==> config.mk <==
export PLATFORM = sky130hd
export DESIGN_NAME = aclk_controller
export DESIGN_NICKNAME = d
export VERILOG_FILES = /design/src/rtl/aclk_controller.sv
export SDC_FILE = /design/constraint.sdc
export NUM_CORES = 1
export LEC_CHECK = 0
export CAP_MARGIN = 25
export CORE_UTILIZATION = 45
export CTS_CLUSTER_DIAMETER = 120
export DETAILED_ROUTE_END_ITERATION = 10
export PLACE_DENSITY = 0.83
export REMOVE_ABC_BUFFERS = 1
export SETUP_SLACK_MARGIN = 0.15
export SLEW_MARGIN = 30
export SYNTH_ARGS = -nofsm -noshare
export SYNTH_HDL_FRONTEND = slang
export SYNTH_SLANG_ARGS = --single-unit
==> constraint.sdc <==
create_clock -name clk -period 2.1 [get_ports clk]
set_input_delay 0.21 -clock clk [delete_from_list [all_inputs] [get_ports clk]]
set_output_delay 0.21 -clock clk [all_outputs]
set_load 0.01 [all_outputs]
==> src/rtl/aclk_controller.sv <==
// Keypad/button sequencing FSM for the alarm clock: builds a 4-digit BCD entry
// buffer and issues display-mode and one-cycle load strobes for the LCD driver.
module aclk_controller #(
  parameter int unsigned TIMEOUT_SEC = 10,
  parameter logic [3:0]  NOKEY       = 4'd10
) (
  input  logic        clk,
  input  logic        rst_n,
  input  logic        one_second,
  input  logic [3:0]  key,
  input  logic        alarm_button,
  input  logic        time_button,
  output logic        show_new_time,
  output logic        show_alarm,
  output logic        load_new_time,
  output logic        load_alarm,
  output logic        shift,
  output logic [15:0] new_time
);

  typedef enum logic [2:0] {
    SHOW_TIME,
    SHOW_ALARM,
    KEY_STORED,
    KEY_WAITED,
    KEY_ENTRY,
    LD_ALARM,
    LD_TIME
  } state_t;

  localparam logic [3:0] LP_TIMEOUT = 4'(TIMEOUT_SEC);

  state_t      r_state;
  state_t      w_next;
  logic [3:0]  r_count;
  logic [15:0] r_new_time;
  logic        r_show_new_time;
  logic        r_show_alarm;
  logic        r_load_new_time;
  logic        r_load_alarm;
  logic        r_shift;

  logic w_digit;
  logic w_timeout;
  logic w_shift_in;
  logic w_first_digit;
  logic w_show_new_time;
  logic w_show_alarm;
  logic w_load_new_time;
  logic w_load_alarm;
  logic w_shift;

  // Codes 11-15 behave exactly like NOKEY: they never count as a digit.
  assign w_digit   = (key <= 4'd9) && (key != NOKEY);
  assign w_timeout = (r_count == LP_TIMEOUT);

  always_comb begin
    w_next        = r_state;
    w_shift_in    = 1'b0;
    w_first_digit = 1'b0;
    case (r_state)
      SHOW_TIME: begin
        if (alarm_button) begin
          w_next = SHOW_ALARM;
        end else if (w_digit) begin
          w_next        = KEY_STORED;
          w_shift_in    = 1'b1;
          w_first_digit = 1'b1;
        end
      end
      SHOW_ALARM: begin
        if (!alarm_button) w_next = SHOW_TIME;
      end
      KEY_STORED: w_next = KEY_WAITED;
      KEY_WAITED: begin
        if (!w_digit)       w_next = KEY_ENTRY;
        else if (w_timeout) w_next = SHOW_TIME;
      end
      KEY_ENTRY: begin
        if (alarm_button) begin
          w_next = LD_ALARM;
        end else if (time_button) begin
          w_next = LD_TIME;
        end else if (w_digit) begin
          w_next     = KEY_STORED;
          w_shift_in = 1'b1;
        end else if (w_timeout) begin
          w_next = SHOW_TIME;
        end
      end
      LD_ALARM: w_next = SHOW_TIME;
      LD_TIME:  w_next = SHOW_TIME;
      default:  w_next = SHOW_TIME;
    endcase
  end

  // Outputs are decoded from the next state and registered alongside it.
  always_comb begin
    w_show_new_time = 1'b0;
    w_show_alarm    = 1'b0;
    w_load_new_time = 1'b0;
    w_load_alarm    = 1'b0;
    w_shift         = 1'b0;
    case (w_next)
      SHOW_ALARM: w_show_alarm = 1'b1;
      KEY_STORED: begin
        w_shift         = 1'b1;
        w_show_new_time = 1'b1;
      end
      KEY_WAITED: w_show_new_time = 1'b1;
      KEY_ENTRY:  w_show_new_time = 1'b1;
      LD_ALARM: begin
        w_load_alarm    = 1'b1;
        w_show_new_time = 1'b1;
      end
      LD_TIME: begin
        w_load_new_time = 1'b1;
        w_show_new_time = 1'b1;
      end
      default: ;
    endcase
  end

  always_ff @(posedge clk) begin
    if (!rst_n) begin
      r_state         <= SHOW_TIME;
      r_count         <= 4'd0;
      r_new_time      <= 16'h0000;
      r_show_new_time <= 1'b0;
      r_show_alarm    <= 1'b0;
      r_load_new_time <= 1'b0;
      r_load_alarm    <= 1'b0;
      r_shift         <= 1'b0;
    end else begin
      r_state         <= w_next;
      r_show_new_time <= w_show_new_time;
      r_show_alarm    <= w_show_alarm;
      r_load_new_time <= w_load_new_time;
      r_load_alarm    <= w_load_alarm;
      r_shift         <= w_shift;
      if (w_shift_in) begin
        r_new_time <= w_first_digit ? {12'h000, key} : {r_new_time[11:0], key};
      end
      // A second pulse landing with a digit is dropped: the restart wins.
      if (w_next == KEY_STORED || !(r_state == KEY_WAITED || r_state == KEY_ENTRY)) begin
        r_count <= 4'd0;
      end else if (one_second && !w_timeout) begin
        r_count <= r_count + 4'd1;
      end
    end
  end

  assign show_new_time = r_show_new_time;
  assign show_alarm    = r_show_alarm;
  assign load_new_time = r_load_new_time;
  assign load_alarm    = r_load_alarm;
  assign shift         = r_shift;
  assign new_time      = r_new_time;

endmodule

==> results of run 1 <==
-- worst paths after layout --
kind / startpoint / end / slack [ns]
setup / recovery: r_count[0]$_SDFFE_PP0P_ / load_new_time$_SDFF_PN0_ / 0.51
hold / removal: key[0] / new_time[0]$_SDFFE_PN0P_ / 0.43
setup reg to reg: r_count[0]$_SDFFE_PP0P_ / load_new_time$_SDFF_PN0_ / 0.51
hold reg to reg: new_time[14]$_SDFFE_PN0P_ / new_time[14]$_SDFFE_PN0P_ / 0.47
-- synthesized netlist by cell type (2+ instances only) --
library cell	number	share of area, %
a21boi_0	8	4.8
dfxtp_1	28	45
nor2b_1	2	1.0
ha_1	2	2.0
nand2_1	23	6.9
a21boi_2	5	4.5
a21boi_1	4	2.4
nand3_2	6	4.8
and3_1	3	1.5
xor2_1	2	1.4
nand3_1	8	3.2
nand4_1	2	1.0
nor2_1	4	1.2
a21oi_1	2	0.80
clkbuf_1	2	0.60
o21ai_0	2	0.80
-- registers in the layout (all words and copies together), names as in the netlist --
name           flops
load_alarm         1
r_state            3
new_time          16
show_new_time      1
load_new_time      1
shift              1
r_count            4
show_alarm         1
-- power breakdown --
group	switching [µW]	internal (µW)
registers	16.2	549
clock network	142	67.2
logic	89.1	76.9
total	247	693
-- metal layers --
metal	global-route usage [%]	part of all wire, %	vias up
li1	-	-	510
met1	23.1	46	478
met2	33.7	47	26
met3	3.33	4.2	6
met4	11.5	2.6	0
met5	0	0	-
-- cells in the final DEF (no fill, tap or decap), types with 2 or more instances in the layout --
cell type / n
dfxtp_1: 28
clkbuf_4: 3
a21boi_0: 8
a21boi_1: 4
a21boi_2: 5
ha_1: 2
buf_4: 3
clkdlybuf4s50_1: 29
o21ai_0: 2
a21oi_1: 2
xor2_1: 2
nor2_1: 4
nand3_1: 8
nor2b_1: 2
nand2_1: 23
nand4_1: 2
and3_1: 3
nand3_2: 6
-- tightest hold or removal path, cell delays in order --
cell             delay [ns]
clkdlybuf4s50_1        0.40
nand2_1                0.06
a21boi_1               0.05
-- kinds of logic after synthesis --
group	after synthesis
compound gates	31
xor+xnor	3
buf+inv	7
fa+ha+maj	2
mux	1
simple gates	57
flops	28
-- stage by stage --
step                      power, µW  util (%)  instances
final                           940      61.8        188
after global routing            985      61.8        188
after CTS                       950      61.8        188
after detailed placement        741      60.9        185
after global placement          735      60.9        185
after floorplan                 663         -        123
-- layout make-up --
type / count / share of cell area [%]
multi-input combinational: 94 / 40.4
tap: 30 / 2.39
timing repair buffer: 32 / 19.9
inverter: 1 / 0.239
sequential: 28 / 35.6
clock buffer: 3 / 1.43
==> metrics.md, run 1 <==
| Metric | Value |
|---|---|
| DR vias | 1,020 |
| Layout cell share with drive strength beyond 1 | 15.2% |
| Pin count of the biggest net entering global routing | 22 |
| F_max | 0.629 GHz |
| H-tree levels | 1 |
| Pre-CTS WS | 0.335 ns |
| GRT Util Overall | 19.9% |
| Maximum fanout along the worst path | 7 |
| CTS clock-pin slew for the worst setup and hold paths | 0.14 ns |
| Post-layout minimum cycle time | 1.59 ns |
| Dpl hpwl | 1830 µm |
| HP Class | in -> reg |
| Fin Setup TNS | 0 ns |
| Critical path's top delay family | compound AO/OA/AOI/OAI gates |
| Cts bufs inserted | 3 |
| Placed Area | 1550 µm² |
| Antenna violations before repair | 0 |
| Fin Hold WS | 0.433 ns |
| Depth of the most critical reg-to-reg path | 6 |
| CTS Sinks | 28 |
| Slew Viols, Final | 0 |
| Row Count | 18 |
| CP Depth | 6 |
| Core footprint | 2540 µm² |
| Setup bufs post-CTS | 0 |
| Bufs and invs on worst path | 1 |
| Yosys cell types | 42 |
| IO buf count | 29 |
| CP Data Arrival Time | 1.81 ns |
| Largest family of logic cells by synthesized area | simple AND/OR/NAND/NOR gates |
| Post-CTS Resized | 0 |
| Diodes inserted | 0 |
| Die X-Extent | 54.7 µm |
| Critical Path Start Type | flip-flop |
| CP Cell Sequence | inv_1, ha_1, nand3b_1, a21o_2, a2bb2oi_2, and4b_1 |
| Final worst path period share | 75.8% |
| Flops & latches, synth | 28 |
| Worst setup margin | 0.509 ns |
| Mux cell area share after synthesis | 0.800% |
| Syn. warnings | 0 |
| Global-route wire length before repair | 4210 µm |
| Simple logic cell fraction of the synthesized area | 25.5% |
| PwrDens | 598 nW/µm² |
| TritonCTS clock tree | done |
| Full die area | 3000 µm² |
| Grt total ovfl | 0 |
| WS Path Type | reg -> reg |
| Routability cong. | 0.832 |
| Final setup violation count | 0 |
| DR pass1 iterations | 4 |
| Max_slew headroom | 75.7% |
| Leak | 0.000543 µW |
| Syn avg cell area | 9.70 µm² |
| Crit. End Element | flip-flop |
| CP max stage cell | dfxtp_1 |
| DIE HEIGHT | 54.7 µm |
| Register area | 561 µm² |
| Post-Synth Adder-Cell Area | 2.00% |
| Clock Tree Root | clkbuf_4 |
| Final wirelength | 2510 µm |
| Max_cap viols | 0 |
| Worst Hold Path Cells | 3 |
| Top_reg_cell synth | dfxtp_1 |
| Number of antenna-violating nets in the routed design | 0 |
| Area of the multi-input gates | 636 µm² |
| Synthesized area | 1250 µm² |
| Worst-case clock buffer depth | 2 |
| VDD IR-drop max | 0.000464 V |
| I/O pins | 30 |
| Routed wire per std cell | 13.3 µm |
| Worst-margin pin slew | 0.363 ns |
| Post-synth EDFFs | 0 |
| Asr flop ratio synth | 0% |
| Clk_skew | 0.00577 ns |
| Post-Synth XOR/XNOR Area | 2.10% |
| Sequential-to-total area share from yosys stat | 44.8% |
| Final Hold Violating Endpoints | 0 |
| FILL cells | 216 |
| CP required | 2.32 ns |
| Cts-stage hold buffer count | 0 |
| Post-Synthesis Cells | 129 |
| Initial Util | 49.2% |
| Vias in the first global route | 1,004 |
| Growth of design area from synthesis to finish | 25.7% |
| DR iter-0 viols | 17 |
| Nets | 171 |
| Critical Path Max Stage Delay | 0.35 ns |
| Complex-gate fraction of the synthesized area | 20.4% |
| # DRC | 0 |
| Cell area after layout | 1570 µm² |
| Vias per inst | 5.43 |
| Clk_lat worst skew | 0.32 ns |
| Status | finished clean |
| RSZ-0062 raised after global routing | false |
Power figures use the tool's default switching activity.
==> inputs of run 2 (changes only) <==
Clock period 2.1 ns to 1.49 ns, I/O delays scaled along.
==> metrics.md, run 2 (synthesized netlist as in run 1, its figures left out) <==
| Metric | Value |
|---|---|
| Status | complete, but fails checks |
| Violated checks | negative setup slack |
| Row Count | 18 |
| DR iter-0 viols | 22 |
| Nets | 186 |
| PwrDens | 787 nW/µm² |
| Leak | 0.000796 µW |
| Global-route wire length before repair | 4310 µm |
| CP max stage cell | dfxtp_2 |
| Antenna violations before repair | 0 |
| Final wirelength | 2990 µm |
| Initial Util | 49.2% |
| Vias per inst | 5.45 |
| Routability cong. | 0.806 |
| H-tree levels | 1 |
| CP Cell Sequence | inv_2, ha_2, nand3b_1, a21o_2, a2bb2oi_4, and4b_1 |
| VDD IR-drop max | 0.000650 V |
| Critical R2R Capture | load_new_time$_SDFF_PN0_ |
| Final worst path period share | 101% |
| Critical Path Start Type | flip-flop |
| Diodes inserted | 0 |
| Final Hold Violating Endpoints | 0 |
| Pwr Total | 1400 µW |
| Fin Hold WS | 0.359 ns |
| Grt total ovfl | 0 |
| Worst-margin pin slew | 0.397 ns |
| Slew Viols, Final | 0 |
| CP Data Arrival Time | 1.72 ns |
| Pin count of the biggest net entering global routing | 21 |
| Final setup violation count | 1 |
| Cts bufs inserted | 3 |
| TritonCTS clock tree | done |
| I/O pins | 30 |
| GRT Util Overall | 20.2% |
| Routed wire per std cell | 14.7 µm |
| Critical Path Max Stage Delay | 0.35 ns |
| Cell area after layout | 1780 µm² |
| Commonest non-fill, non-tap cell in the layout | nand2_1 |
| Crit. End Element | flip-flop |
| Max_cap viols | 0 |
| Number of antenna-violating nets in the routed design | 0 |
| Core footprint | 2540 µm² |
| F_max | 0.663 GHz |
| Placed Area | 1630 µm² |
| Clk_lat worst skew | 0.32 ns |
| Max_slew headroom | 73.4% |
| CTS Sinks | 28 |
| Clock Tree Root | clkbuf_4 |
| RSZ-0062 raised after global routing | true |
| Growth of design area from synthesis to finish | 41.9% |
| FILL cells | 190 |
| CTS clock-pin slew for the worst setup and hold paths | 0.14 ns |
| Worst Hold Path Cells | 3 |
| DR vias | 1,106 |
| IO buf count | 29 |
| Vias in the first global route | 983 |
| Clk_skew | 0.0138 ns |
| Hold path endpoint | new_time[0]$_SDFFE_PN0P_ |
| DIE HEIGHT | 54.7 µm |
| Most frequent cells in the layout | nand2_1, dfxtp_1, buf_4 |
| Dpl hpwl | 1950 µm |
| Reg-to-Reg Start | r_count[0]$_SDFFE_PP0P_ |
| Max FFs per register | 16 |
| Full die area | 3000 µm² |
| Depth of the most critical reg-to-reg path | 6 |
| WS Path Type | reg -> reg |
| HP Class | in -> reg |
| # DRC | 0 |
| Worst setup margin | -0.0175 ns |
| Cts-stage hold buffer count | 0 |
| Die X-Extent | 54.7 µm |
| DR pass1 iterations | 4 |
| Pre-CTS WS | -0.138 ns |
| Worst R2R Setup Slack | -0.02 ns |
| Min-delay src | key[0] |
| CP required | 1.71 ns |
| Maximum fanout along the worst path | 5 |
| Post-layout minimum cycle time | 1.51 ns |
| Worst-case clock buffer depth | 2 |
| Layout cell share with drive strength beyond 1 | 33.5% |
==> run 2: cell types whose count changed in the layout (fill, tap and decap cells not counted), sizes merged <==
cell	before	now
buf	3	18
clkdlybuf4s50	29	8
dlygate4sd2	0	16
dlymetal6s2s	0	5
==> run 2: what timing repair did <==
action	4_1_cts	5_1_grt
buffers inserted	1	5
pin swaps	4	3
resized for setup	35	17
endpoints found under the setup margin	30	25
==> run 2: metal layers <==
layer	global-route usage (%)	vias up	wire length, µm
li1	-	543	-
met1	22.2	519	1240
met2	37.8	32	1550
met3	3.33	12	114
met4	7.69	0	89
met5	0	-	0
==> run 2: report_power, final <==
part | switching (µW) | total (µW) | internal (µW)
combinational | 146 | 296 | 149
sequential | 26.9 | 803 | 776
clock | 205 | 299 | 94.6
==> run 2: cell type report <==
type	instances	area [µm²]	share of cell area (%)
timing repair buffer	47	430	24.2
sequential	28	579	32.6
multi-input combinational	94	702	39.5
inverter	1	3.75	0.211
tap	30	37.5	2.11
clock buffer	3	22.5	1.27
==> run 2: how the worst max path moves through the flow <==
stage / start / end
after floorplan: r_count[0]$_SDFFE_PP0P_ / load_new_time$_SDFF_PN0_
after global placement: alarm_button / new_time[6]$_SDFFE_PN0P_
after detailed placement: alarm_button / new_time[15]$_SDFFE_PN0P_
after CTS: r_count[0]$_SDFFE_PP0P_ / load_new_time$_SDFF_PN0_
after global routing: r_count[0]$_SDFFE_PP0P_ / load_new_time$_SDFF_PN0_
final: r_count[0]$_SDFFE_PP0P_ / load_new_time$_SDFF_PN0_
==> run 2: critical path: cells and delay by family, from the launching register on <==
kind / cells / cell delay, ns
AOI/OAI and AO/OA: 2 / 0.45
and+or+nand+nor: 2 / 0.41
DFF: 1 / 0.35
adders and majority gates: 1 / 0.16
buffers and inverters: 1 / 0.05
==> run 2: through the flow <==
stage | setup TNS (ns) | std cells | util (%)
floorplan | 0 | 123 | -
global placement | -0.203 | 194 | 64.1
detailed placement | -1.25 | 194 | 64.1
CTS | 0 | 198 | 66.6
global route | -0.0567 | 203 | 69.8
finish | -0.0175 | 203 | 69.8
==> inputs of run 3 (changes only) <==
Settings changed: CORE_MARGIN set to 5.
==> metrics.md, run 3 (synthesized netlist as in run 1, its figures left out) <==
| Metric | Value |
|---|---|
| Status | finished clean |
| Vias per inst | 5.35 |
| Grt total ovfl | 0 |
| Final wirelength | 2880 µm |
| Sw power | 384 µW |
| DR vias | 1,070 |
| Commonest non-fill, non-tap cell in the layout | nand2_1 |
| Final setup violation count | 0 |
| Leak | 0.000715 µW |
| CP endpoint | load_new_time$_SDFF_PN0_ |
| Fin Hold WS | 0.365 ns |
| Max FFs per register | 16 |
| H-tree levels | 1 |
| Pin count of the biggest net entering global routing | 22 |
| # DRC | 0 |
| Worst setup margin | 0.0744 ns |
| Slew Viols, Final | 0 |
| Sw Share | 26.6% |
| CTS clock-pin slew for the worst setup and hold paths | 0.15 ns |
| Critical R2R Capture | load_new_time$_SDFF_PN0_ |
| Sequential fraction of design power | 55.8% |
| CP Cell Sequence | inv_2, ha_4, nand3b_1, a21o_2, a2bb2oi_4, and4b_1 |
| Max_slew headroom | 79.9% |
| Layout cell share with drive strength beyond 1 | 30.2% |
| Cts bufs inserted | 3 |
| Diodes inserted | 0 |
| Critical path origin | r_count[0]$_SDFFE_PP0P_ |
| CP required | 1.71 ns |
| Number of antenna-violating nets in the routed design | 0 |
| Crit. End Element | flip-flop |
| Row Count | 19 |
| Final non-filler cell total | 200 |
| Initial Util | 46.2% |
| WS Path Type | reg -> reg |
| Clk_lat worst skew | 0.32 ns |
| VDD IR-drop max | 0.000884 V |
| CP Data Arrival Time | 1.64 ns |
| Worst-margin pin slew | 0.299 ns |
| Clock Tree Root | clkbuf_4 |
| Final Hold Violating Endpoints | 0 |
| Gate power share | 19.2% |
| HP Class | in -> reg |
| CP max stage cell | dfxtp_2 |
| Max_cap viols | 0 |
| Most frequent cells in the layout | nand2_1, dlygate4sd2_1, dfxtp_1 |
| Clock power frac | 25.0% |
| Dpl hpwl | 2040 µm |
| Routed wire per std cell | 14.4 µm |
| Critical Path Max Stage Delay | 0.36 ns |
| CTS Sinks | 28 |
| DR pass1 iterations | 7 |
| PwrDens | 834 nW/µm² |
| Growth of design area from synthesis to finish | 38.4% |
| Nets | 181 |
| Worst R2R Setup Slack | 0.07 ns |
| Depth of the most critical reg-to-reg path | 6 |
| Die X-Extent | 62.7 µm |
| RSZ-0062 raised after global routing | true |
| Routability cong. | 0.838 |
| Maximum fanout along the worst path | 5 |
| F_max | 0.706 GHz |
| Cell area after layout | 1730 µm² |
| Pre-CTS WS | -0.156 ns |
| Clk_skew | 0.0114 ns |
| Global-route wire length before repair | 4880 µm |
| DIE HEIGHT | 62.7 µm |
| Reg-to-Reg Start | r_count[0]$_SDFFE_PP0P_ |
| Post-route core utilization | 63.9% |
| Placed cell count | 190 |
| GRT Util Overall | 14.8% |
| Worst-case clock buffer depth | 2 |
| I/O pins | 30 |
| Vias in the first global route | 1,097 |
| Final worst path period share | 95.0% |
| Antenna violations before repair | 0 |
| Int Pwr | 1060 µW |
| Full die area | 3940 µm² |
| Critical Path Start Type | flip-flop |
| Core footprint | 2710 µm² |
| Placed Area | 1590 µm² |
| TritonCTS clock tree | done |
| IO buf count | 29 |
| Post-layout minimum cycle time | 1.42 ns |
| DR iter-0 viols | 42 |
run 3: cell count changes in the layout (fill, tap and decap cells not counted), sizes merged:
| cell | delta |
|---|---|
| dlymetal6s2s | -5 |
| clkbuf | +1 |
| buf | -5 |
| dlygate4sd2 | +5 |
run 3: cell type report:
cell class	count	area, µm²
tap	31	38.8
clock buffer	4	36.3
sequential	28	574
multi-input combinational	94	704
fill	233	978
timing repair buffer	42	374
inverter	1	3.75
run 3: layer usage:
| layer | routed length, µm | part of all wire (%) | GRT usage (%) | vias up |
|---|---|---|---|---|
| li1 | - | - | - | 535 |
| met1 | 1120 | 39 | 16.9 | 494 |
| met2 | 1540 | 53 | 26.3 | 41 |
| met3 | 223 | 7.8 | 5.58 | 0 |
| met4 | 0 | 0 | 2.92 | 0 |
| met5 | 0 | 0 | 0 | - |
run 3: per-stage QoR:
step / power (µW) / TNS (ns)
3_3_place_gp: 1050 / -0.682
4_1_cts: 1440 / 0
3_5_place_dp: 1060 / -1.91
2_1_floorplan: 935 / 0
5_1_grt: 1500 / 0
6_report: 1440 / 0
run 3: power by group through the flow:
| stage | Clock (µW) | Sequential (µW) | Combinational, µW |
|---|---|---|---|
| 3_3_place_gp | 0 | 810 | 238 |
| 3_5_place_dp | 0 | 813 | 249 |
| 6_report | 361 | 805 | 277 |
| 5_1_grt | 394 | 810 | 300 |
| 4_1_cts | 378 | 800 | 258 |
| 2_1_floorplan | 0 | 816 | 119 |
run 3: timing repair:
action / 4_1_cts / 5_1_grt
setup endpoints to repair: 37 / 23
gates resized for setup: 38 / 6
pin swaps: 5 / 5
buffers inserted: 2 / 4
hold buffers: 0 / 0
run 3: how the worst min path moves through the flow:
stage	start	end	slack, ns	cells after the start
2_1_floorplan	one_second	r_count[1]$_SDFFE_PP0P_	0.26	1
3_3_place_gp	new_time[13]$_SDFFE_PN0P_	new_time[13]$_SDFFE_PN0P_	0.45	2
3_5_place_dp	new_time[13]$_SDFFE_PN0P_	new_time[13]$_SDFFE_PN0P_	0.46	2
4_1_cts	key[0]	new_time[0]$_SDFFE_PN0P_	0.36	3
5_1_grt	key[0]	new_time[0]$_SDFFE_PN0P_	0.38	3
6_report	key[0]	new_time[0]$_SDFFE_PN0P_	0.37	3
run 3: critical path, delay by kind of cell, from the launching register on:
kind / cells / cell delay, ns
AO/OA/AOI/OAI: 2 / 0.42
flip-flops: 1 / 0.36
AND/OR/NAND/NOR: 2 / 0.34
adder cells (fa/ha/maj): 1 / 0.11
buffers and inverters: 1 / 0.07
